$ cat src/rtl/relu_pipe.sv
// relu_pipe -- two-stage, multi-lane ReLU with optional upper clamp and a
// per-frame count of negative elements.
//
// Each beat carries LANES signed fixed-point elements of DATA_W bits.
// Lane i sits at in_data[i*DATA_W +: DATA_W], and out_data uses the same
// packing. For each lane:
//   - a negative element becomes 0. When RELU_LEAKY_EN is defined it
//     becomes x >>> LEAK_SHIFT instead.
//   - a non-negative element passes through unchanged. When the beat's
//     clamp_en is set, it is limited to CLAMP_MAX.
//
// Stage 1 captures the beat, its last flag, its clamp flag and the
// per-lane sign bits. Stage 2 holds the activated result and drives out_*.
// Both stages share a single enable (out_ready | ~out_valid). A stalled
// output therefore freezes the whole pipe, and in_ready simply mirrors
// that enable.
//
// Ports:
//   clk, reset         clock; synchronous active-high reset
//   in_valid/in_ready  input handshake
//   in_data, in_last   packed input lanes and the end-of-frame marker
//   clamp_en           enables the upper clamp for this beat
//   out_valid/ready    output handshake
//   out_data, out_last activated lanes and the delayed end-of-frame marker
//   frame_neg          negative-lane count of the last completed frame
//   frame_done         one-cycle pulse when frame_neg is updated
//
// Optional feature macro: RELU_LEAKY_EN (leaky negative slope).

module relu_pipe #(
  parameter int                 DATA_W     = 32,
  parameter int                 LANES      = 4,
  parameter int                 FRAC_W     = 16,
  parameter logic [DATA_W-1:0]  CLAMP_MAX  = 32'h0006_0000,
  parameter int                 LEAK_SHIFT = 3
) (
  input  logic                      clk,
  input  logic                      reset,
  input  logic                      in_valid,
  output logic                      in_ready,
  input  logic [LANES*DATA_W-1:0]   in_data,
  input  logic                      in_last,
  input  logic                      clamp_en,
  output logic                      out_valid,
  input  logic                      out_ready,
  output logic [LANES*DATA_W-1:0]   out_data,
  output logic                      out_last,
  output logic [15:0]               frame_neg,
  output logic                      frame_done
);

  localparam int CNT_W = $clog2(LANES + 1);

  // FRAC_W only documents the fixed-point format in which CLAMP_MAX is
  // expressed; the datapath itself does not depend on it.
  logic [31:0] frac_w_unused;
  assign frac_w_unused = 32'(FRAC_W);

  // ---------------------------------------------------------------------
  // Pipeline enable
  // ---------------------------------------------------------------------
  logic en;
  logic out_valid_q;

  assign en       = out_ready | ~out_valid_q;
  assign in_ready = en;

  // ---------------------------------------------------------------------
  // Stage 1: capture the beat and each lane's sign bit
  // ---------------------------------------------------------------------
  logic                    s1_valid_q;
  logic [LANES*DATA_W-1:0] s1_data_q;
  logic                    s1_last_q;
  logic                    s1_clamp_q;
  logic [LANES-1:0]        s1_neg_q;
  logic [LANES-1:0]        s1_neg_d;

  always_ff @(posedge clk) begin
    if (reset) begin
      s1_valid_q <= 1'b0;
      s1_data_q  <= '0;
      s1_last_q  <= 1'b0;
      s1_clamp_q <= 1'b0;
      s1_neg_q   <= '0;
    end else if (en) begin
      // A bubble (in_valid=0) loads a valid=0 slot. The payload that moves
      // with it is never observed downstream.
      s1_valid_q <= in_valid;
      s1_data_q  <= in_data;
      s1_last_q  <= in_last;
      s1_clamp_q <= clamp_en;
      s1_neg_q   <= s1_neg_d;
    end
  end

  // ---------------------------------------------------------------------
  // Per-lane activation, computed from the stage-1 contents
  // ---------------------------------------------------------------------
  logic [LANES*DATA_W-1:0] act_d;

  genvar gi;
  generate
    for (gi = 0; gi < LANES; gi++) begin : g_lane
      logic [DATA_W-1:0] lane_x;
      logic [DATA_W-1:0] lane_y;

      assign s1_neg_d[gi] = in_data[gi*DATA_W + DATA_W - 1];
      assign lane_x       = s1_data_q[gi*DATA_W +: DATA_W];

      always_comb begin
        lane_y = lane_x;
        if (s1_neg_q[gi]) begin
`ifdef RELU_LEAKY_EN
          // The arithmetic shift keeps the sign, so the result stays
          // negative (or rounds toward minus infinity down to -1).
          lane_y = DATA_W'($signed(lane_x) >>> LEAK_SHIFT);
`else
          lane_y = '0;
`endif
        end else if (s1_clamp_q && ($signed(lane_x) > $signed(CLAMP_MAX))) begin
          // Strictly greater than: a value equal to the bound passes through.
          lane_y = CLAMP_MAX;
        end
      end

      assign act_d[gi*DATA_W +: DATA_W] = lane_y;
    end
  endgenerate

`ifndef RELU_LEAKY_EN
  logic [31:0] leak_shift_unused;
  assign leak_shift_unused = 32'(LEAK_SHIFT);
`endif

  // Number of negative lanes in the stage-1 beat.
  logic [CNT_W-1:0] neg_cnt_d;

  always_comb begin
    neg_cnt_d = '0;
    for (int i = 0; i < LANES; i++) begin
      neg_cnt_d = neg_cnt_d + CNT_W'(s1_neg_q[i]);
    end
  end

  // ---------------------------------------------------------------------
  // Stage 2: output register
  // ---------------------------------------------------------------------
  logic [LANES*DATA_W-1:0] out_data_q;
  logic                    out_last_q;
  logic [CNT_W-1:0]        out_neg_cnt_q;

  always_ff @(posedge clk) begin
    if (reset) begin
      out_valid_q   <= 1'b0;
      out_data_q    <= '0;
      out_last_q    <= 1'b0;
      out_neg_cnt_q <= '0;
    end else if (en) begin
      out_valid_q   <= s1_valid_q;
      out_data_q    <= act_d;
      out_last_q    <= s1_last_q;
      out_neg_cnt_q <= neg_cnt_d;
    end
  end

  assign out_valid = out_valid_q;
  assign out_data  = out_data_q;
  assign out_last  = out_last_q;

  // ---------------------------------------------------------------------
  // Frame negative counter
  // ---------------------------------------------------------------------
  // Counting happens on output transfers rather than at input. A beat
  // that is flushed by reset therefore never contributes to any frame.
  logic        out_xfer;
  logic [15:0] run_cnt_q;
  logic [15:0] frame_neg_q;
  logic        frame_done_q;
  logic [16:0] run_sum;
  logic [15:0] run_sat_d;

  assign out_xfer = out_valid_q & out_ready;

  always_comb begin
    run_sum   = {1'b0, run_cnt_q} + 17'(out_neg_cnt_q);
    run_sat_d = run_sum[16] ? 16'hFFFF : run_sum[15:0];
  end

  always_ff @(posedge clk) begin
    if (reset) begin
      run_cnt_q    <= '0;
      frame_neg_q  <= '0;
      frame_done_q <= 1'b0;
    end else begin
      frame_done_q <= 1'b0;
      if (out_xfer) begin
        if (out_last_q) begin
          frame_neg_q  <= run_sat_d;
          frame_done_q <= 1'b1;
          run_cnt_q    <= '0;
        end else begin
          run_cnt_q    <= run_sat_d;
        end
      end
    end
  end

  assign frame_neg  = frame_neg_q;
  assign frame_done = frame_done_q;

endmodule

$ cat config.mk
export PLATFORM = sky130hd
export DESIGN_NAME = relu_pipe
export DESIGN_NICKNAME = d
export VERILOG_FILES = /design/src/rtl/relu_pipe.sv
export SDC_FILE = /design/constraint.sdc
export NUM_CORES = 1
export LEC_CHECK = 0
export CAP_MARGIN = 20
export CORE_UTILIZATION = 52
export CTS_CLUSTER_SIZE = 12
export DETAILED_ROUTE_END_ITERATION = 12
export PLACE_DENSITY_LB_ADDON = 0.12
export RECOVER_POWER = 25
export SYNTH_ARGS = -nofsm -noshare
export SYNTH_HDL_FRONTEND = slang
export SYNTH_SLANG_ARGS = --single-unit
$ cat constraint.sdc
create_clock -name clk -period 6 [get_ports clk]
set_clock_uncertainty 0.1 [all_clocks]
set_input_delay 1.2 -clock clk [delete_from_list [all_inputs] [get_ports clk]]
set_output_delay 1.2 -clock clk [all_outputs]
set_load 0.05 [all_outputs]
Yosys cells after proc, flatten, opt, wreduce, memory -nomap -nowiden. Index checks and enable logic that the tools add are counted.

Magnitude comparators: 4. $add $sub $neg: 4. Reduce and logical (&&, ||, !) cells: 6. Bitwise logic cells: 4. Muxes and demuxes: 11.

Operators by type and width (count): 32-bit two-way mux (8); 32-bit by 20-bit > comparator with 1-bit output (second input constant) (4); 16-bit two-way mux (2); 16-bit by 3-bit adder with 17-bit output (1); 1-bit logical AND (4); 2-bit by 1-bit adder with 3-bit output (1); 3-bit by 1-bit adder with 3-bit output (1); 1-bit by 1-bit adder with 2-bit output (1); 1-bit inverter (2); 2-bit AND reduction (1); 2-bit OR reduction (1); 1-bit bitwise AND (1); 1-bit two-way mux (1); 1-bit OR (1).

Word-level logic and storage cells: 41. Input port bits: 134. Bits in registers: 301. Output and inout port bits: 148.

Longest topological paths before layout.
Word-level depth: 4. Mapped depth: 8. Gate-level depth less buffers: 7.

Least setup slack after synthesis. Ideal clock, no wire load.

Path kind: input -> output. Start point: in out_ready. End point: out in_ready. Path buffers: 3. Arrival time: 2362 ps. Stages on the path: 5. Data required time: 4700 ps. Setup slack: 2338 ps. Cell sequence: nor2b_1 buf_2 inv_1 clkbuf_1 clkbuf_1.

Longest elaborated chain between the ends: 1.

Ends and longest elaborated chain: start: declaration (RTL line 45) `input logic out_ready,`; 1-bit OR (RTL line 65) `assign en = out_ready | ~out_valid_q;`; end: declaration (RTL line 40) `output logic in_ready,`.

No other way between the ends.

Final worst setup path.
Start point: in out_ready. End point: reg out_data_q[79], in the netlist out_data[79].

Longest elaborated chain between the ends: 1.

Ends and longest elaborated chain: 1-bit OR (RTL line 65); end signal: assignment (RTL line 160) `out_data_q <= act_d;`; end: declaration (RTL line 148) `logic [LANES*DATA_W-1:0] out_data_q;`.

No other way between the ends. A chain may end at the register's enable or synchronous reset.

==> results.md <==
* Hold wc startpoint: out_data[81]
* Area leader, netlist: dfxtp_1
* CORE AREA at between 15000 and 20000 um^2
* Worst EP arrival at between 5 and 6 ns
* CP max FO at approximately 110
* Setup TNS at 0 ns
* Critical path launch point: out_ready
* WL per Instance at 17.3 um
* Min Clock Period, post-route at 4.79 ns
* Post-Syn Nets at about 1300
* Psw at 1.09 mW
* Slew margin rel. at -50.9%
* First-pass GRT wire length at approximately 45000 um
* Fmax at 0.209 GHz
* Clk pwr share at around 39%
* Post-synth top area share at a little under three fifths
* DR pass1 iterations at 5
* Total track usage at between 20% and 30%
* CTS buffer count at 30
* Largest net degree at the start of global routing at between 100 and 150
* Die Wd at between 100 and 150 um
* Util after Layout at 72.9%
* Initial Utilization at a little over half
* Reg2Reg Depth at 6
* Setup Crit Path Kind: input pin to register
* CTS tree: yes
* Slew @ Worst Pin at around 2.3 ns
* Rows at 51
* Yosys warning count at 0
* Worst Setup Start Kind: input pin
* Max clock buf depth at 3
* Avg Inst Size Synth at approximately 9.1 um^2
* Routed Antenna Nets at 0
* Sequential share of power at ~49%
* DRC viols at 0
* RSZ-0062 raised after global routing: false
* Synth async-reset ratio at 0%
* Htree depth at 1
* Final period utilization at about four fifths
* Post-synth top cells: nand2_1, dfxtp_1, a21oi_1
* I/O pin total at around 280
* Chip Height at around 140 um
* Hold buffer count at cts at 0
* Sequential fraction of the synthesis area at a little under three fifths
* Combinational power share at between 10% and 20%
* Flop2flop setup slack at slightly above 2 ns
* Worst setup EP type: register
* Synth Instances at approximately 1200
* Yosys cell types at 45
* Fin. max-slew vios at just under 200
* Congestion Overflow GR at 0
* Dominant synthesized flop cell: dfxtp_1
* Top post-synthesis cells by area: dfxtp_1, nand2_1, a22o_1, a21oi_1, clkbuf_1
* Synth Cell Area at 10500 um^2
* Gpl congestion at approximately 0.84
* Clk Tree Root Cell: clkbuf_16
* Failing checks: capacitance limit, slew limit
* Register bit total from synthesis at around 300
* Vias in the first global route at between 8000 and 9000
* EDFF count, synth at 0
* Max cap viols at 2
* Worst r2r dst: out_data[79]
* VDD IR-drop max at between 0.00015 and 0.0002 V
* Setup bufs post-CTS at 0
* Hold Path Depth at 2
* Worst-path clk slew at 0.06 ns
* Min-delay worst type: register to register
* Final setup fails at 0
* Routed vias/inst at about 5.5
* Post-CTS sizing at 0
* Sw Ratio at between 20 and 30%
* Power Dens Cells at 303 nW/um^2
* Hold EP: out_data[81]
* Die area at approximately 21000 um^2
* Vias at approximately 9200
* Clk Latency, worst-skew pair at 0.55 ns
* Layout cells sized above 1 at between 4 and 5%
* Outcome: complete, but fails checks
* Hpwl dp at 19200 um
* Initial antenna violation count at 2
* Reg2reg start: out_valid
* Internal power at 3.25 mW
* Lkg Pwr at 5.64 nW
* Initial DRC count at 470
* Most frequent cell after synthesis: nand2_1
* Clk sinks at ~300
* Drt total wl at around 29000 um
* Nets at between 1500 and 2000
* Input/output buffers at approximately 280
* Critical path required time at 6.39 ns
* Layout area overhead at 36.1%
* Final Hold Fails at 0
-- cell type report --
cell class | count | area (um^2)
Multi-Input combinational cell | 767 | 4220
Antenna cell | 3 | 7.51
Inverter | 8 | 31.3
Clock inverter | 5 | 36.3
Timing Repair Buffer | 294 | 2910
Tap cell | 265 | 332
Clock buffer | 40 | 838
Fill cell | 1527 | 5330
Sequential cell | 297 | 5950
-- kinds of logic after synthesis --
kind of cell    count (synthesis)  share of synthesized area [%]
xor+xnor                        9                          0.749
mux                             1                         0.0951
buf+inv                        91                           3.56
flops                         297                           56.5
fa+ha+maj                       7                          0.975
simple gates                  428                           17.5
compound gates                322                           20.6
-- power groups by stage --
| stage | Combinational [mW] | Sequential (mW) | Clock, mW |
|---|---|---|---|
| 2_1_floorplan | 0.172 | 2.29 | 0 |
| 3_3_place_gp | 0.498 | 2.18 | 0 |
| 3_5_place_dp | 0.504 | 2.18 | 0 |
| 4_1_cts | 0.507 | 2.14 | 1.71 |
| 5_1_grt | 0.543 | 2.15 | 1.80 |
| 6_report | 0.509 | 2.14 | 1.69 |
-- sequential cells by signal, summed over array words and instances (netlist names) --
name           flops
s1_last_q          1
out_valid          1
s1_data_q        128
run_cnt_q         16
frame_done         1
s1_valid_q         1
s1_clamp_q         1
out_last           1
out_neg_cnt_q      3
out_data         128
frame_neg         16
-- cells in the final DEF, fill, tap and decap left out, types with 7 or more instances in the layout --
cell type / synthesis / layout
a211oi_1: 11 / 11
and2_1: 7 / 7
buf_4: 0 / 10
a311oi_1: 7 / 7
nand2_1: 302 / 302
nor4_1: 31 / 31
nor3_1: 12 / 12
inv_1: 8 / 7
o21ai_0: 15 / 15
nor2b_1: 10 / 9
dfxtp_1: 297 / 297
a22o_1: 116 / 116
clkbuf_16: 0 / 30
nor2_1: 36 / 35
clkdlybuf4s50_1: 0 / 274
and3_1: 7 / 7
a21oi_1: 151 / 151
-- worst max-delay path, cell delays in order --
cell	delay [ns]
dlygate4sd3_1	0.61
nor2b_4	0.45
clkinvlp_2	0.26
clkbuf_2	0.95
nor2_4	0.90
buf_12	0.46
a22o_1	0.24
-- per-stage QoR --
step / hold WS [ns] / instances / setup slack (ns) / power (mW) / area (um^2)
2_1_floorplan: 0.329 / 1155 / 2.34 / 2.46 / 10500
3_3_place_gp: 0.325 / 1628 / 1.66 / 2.67 / 13400
3_5_place_dp: 0.330 / 1628 / 1.57 / 2.68 / 13400
4_1_cts: 0.338 / 1673 / 1.76 / 4.36 / 14300
5_1_grt: 0.368 / 1678 / 0.912 / 4.49 / 14300
6_report: 0.335 / 1679 / 1.21 / 4.34 / 14300
-- per-layer routing --
layer	GRT usage [%]	vias to the layer above	share of wire, %
li1	-	4535	-
met1	33.8	4376	42
met2	46.3	279	48
met3	5.99	46	7.1
met4	9.42	0	2.6
met5	0	-	0
-- how the worst max path moves through the flow --
stage	endpoint	depth (start not counted)	slack [ns]
detailed placement	out_data[0]	7	1.57
global route	out_data[82]	8	0.91
global placement	out_data[3]	7	1.66
finish	out_data[79]	7	1.21
floorplan	in_ready	5	2.34
CTS	in_ready	4	1.76
No activity file was read; power rests on OpenSTA's default activity.
==> patch (same flow settings) <==
The option `RELU_LEAKY_EN` is turned on by a define.
--- a/src/rtl/relu_pipe.sv
+++ b/src/rtl/relu_pipe.sv
@@ -28,2 +28,4 @@
 // Optional feature macro: RELU_LEAKY_EN (leaky negative slope).
+
+`define RELU_LEAKY_EN
 
Formal check against the unedited RTL: not equivalent (Yosys sat finds a counterexample within 4 cycles, from zero or initial values and one cycle with reset high).
==> patch against the original RTL <==
Via count is 30% higher; synthesized area is 17% higher; wire length increased by 19%; cell count up 25%; setup slack better by 0.0040 ns; die area grew 17%; critical path depth decreased by 3; utilization fell by 2.6 points; critical path type is now input port to primary output; sequential cell count did not move; global-route usage rose by 0.14 points; final area up 12%; power grew 9.5%.
==> patch: results (changes against the original RTL) <==
Critical-path top delay cell - clkdlybuf4s50_1
gr usage total - 0.273 (+0.00139)
CP peak stage delay - 0.93 ns (-0.02 ns)
tap cells - 313 (+18%)
Fmax - 209 MHz (about the same)
count of clock buffers in the final design - 43 (+7.5%)
Final Non-Filler Cells - 2,096 (+25%)
vias per std cell - 5.71 (+3.8%)
Power Clock - 1.84 mW (+9%)
first-pass GRT wire length - 54,700 um (+23%)
Power Density - 295 nW/um^2 (-2.5%)
Final GP Congestion - 0.847 (+1.4%)
WP data arrival - 3.49 ns (-1.69 ns)
CP endpoint - in_ready
Crit Path Max Fanout - 144 (+35%)
reg2reg path depth - 6 (unchanged)
flop-to-flop setup slack - 2.24 ns (+0.21 ns)
Avg Inst Size Synth - 7.84 um^2 (-14%)
n_diodes - 1 (-2)
antenna violations before repair - 3 (+1)
multi-input gate share of total cell area - 0.359 (+0.0646)
Post-synth top cells - 335 x nand2_1, 297 x dfxtp_1, 235 x a21oi_1, 122 x clkbuf_1, 101 x nor2_1
TritonCTS Buffers - 31 (+3.3%)
YS warnings - 0 (unchanged)
Reg-to-Reg End - out_data[39]
Synth area leaders - dfxtp_1 48%, nand2_1 10%, a21oi_1 9.5%
Post-DP Area - 15,100 um^2 (+13%)
outcome - completed
P_leak - 6.25 nW (+11%)
final core utilization - 0.702 (-0.0265)
first-pass detailed-route iteration total - 5 (unchanged)
mean routed wirelength per cell - 16.4 um (-5.0%)
sequential-to-total area share from yosys stat - 0.482 (-0.0827)
buffering overhead - 0.182 (-0.0218)
largest net degree at the start of global routing - 201 (+86%)
bufs w/o clock - 293 (-0.34%)
peak supply drop - 202 uV (+1.3%)
ys async rst share - 0 (unchanged)
hold_ws - 0.353 ns (+0.0173 ns)
vias in the first global route - 11,000 (+26%)
Inst Count DP - 2,046 (+26%)
H-tree Lvls - 1 (unchanged)
dpl hpwl - 22,000 um (+14%)
Multi-input comb cells - 1,124 (+47%)
Fill cells - 1,883 (+23%)
Mapped Nets - 1,713 (+32%)
Flop+latch power - 2.18 mW (+2%)
Non-Clock Inverter Count - 19 (+11)
sw power - 1.28 mW (+18%)
Clock buf/inv share - 0.0603 (-0.000732)
layout cells sized above 1 - 0.0365 (-0.00676)
max_slew headroom - 0.325 (+0.835)
minimum setup slack after placement - 1.26 ns (-0.309 ns)
net count reported at finish - 1,907 (+24%)
Iteration-0 DRC Markers - 1,056 (+120%)
clock slew at reported path FFs - 0.06 ns (about the same)
## patch: how the worst min path moves through the flow
stage / startpoint / to / cells past startpoint
detailed placement: out_data[127] / out_data[127] / 2
floorplan: run_cnt_q[0] / run_cnt_q[0] / 2
finish: out_data[95] / out_data[95] / 2
global route: out_data[95] / out_data[95] / 2
CTS: out_data[127] / out_data[127] / 2
global placement: out_data[127] / out_data[127] / 2
## patch: per-layer routing
layer | GRT usage | vias to the layer above | wire length [um]
met5 | 0 | - | 0
met4 | 0.0901 | 0 | 954
met3 | 0.0381 | 54 | 2200
met2 | 0.440 | 421 | 16200
met1 | 0.375 | 5591 | 15100
li1 | - | 5905 | -
## patch: cells by family (layout without fill, tap and decap cells)
kind of cell               after synthesis  in the layout  share of synthesized area
AOI/OAI and AO/OA                      473            473                      0.221
and+or+nand+nor                        624            624                      0.224
buffers and inverters                  151            361                     0.0487
DFF                                    297            297                      0.482
xor gates and xnor gates                11             11                    0.00782
adders and majority gates                7              7                    0.00833
muxes                                    9              9                    0.00751
other                                    0              1                          0
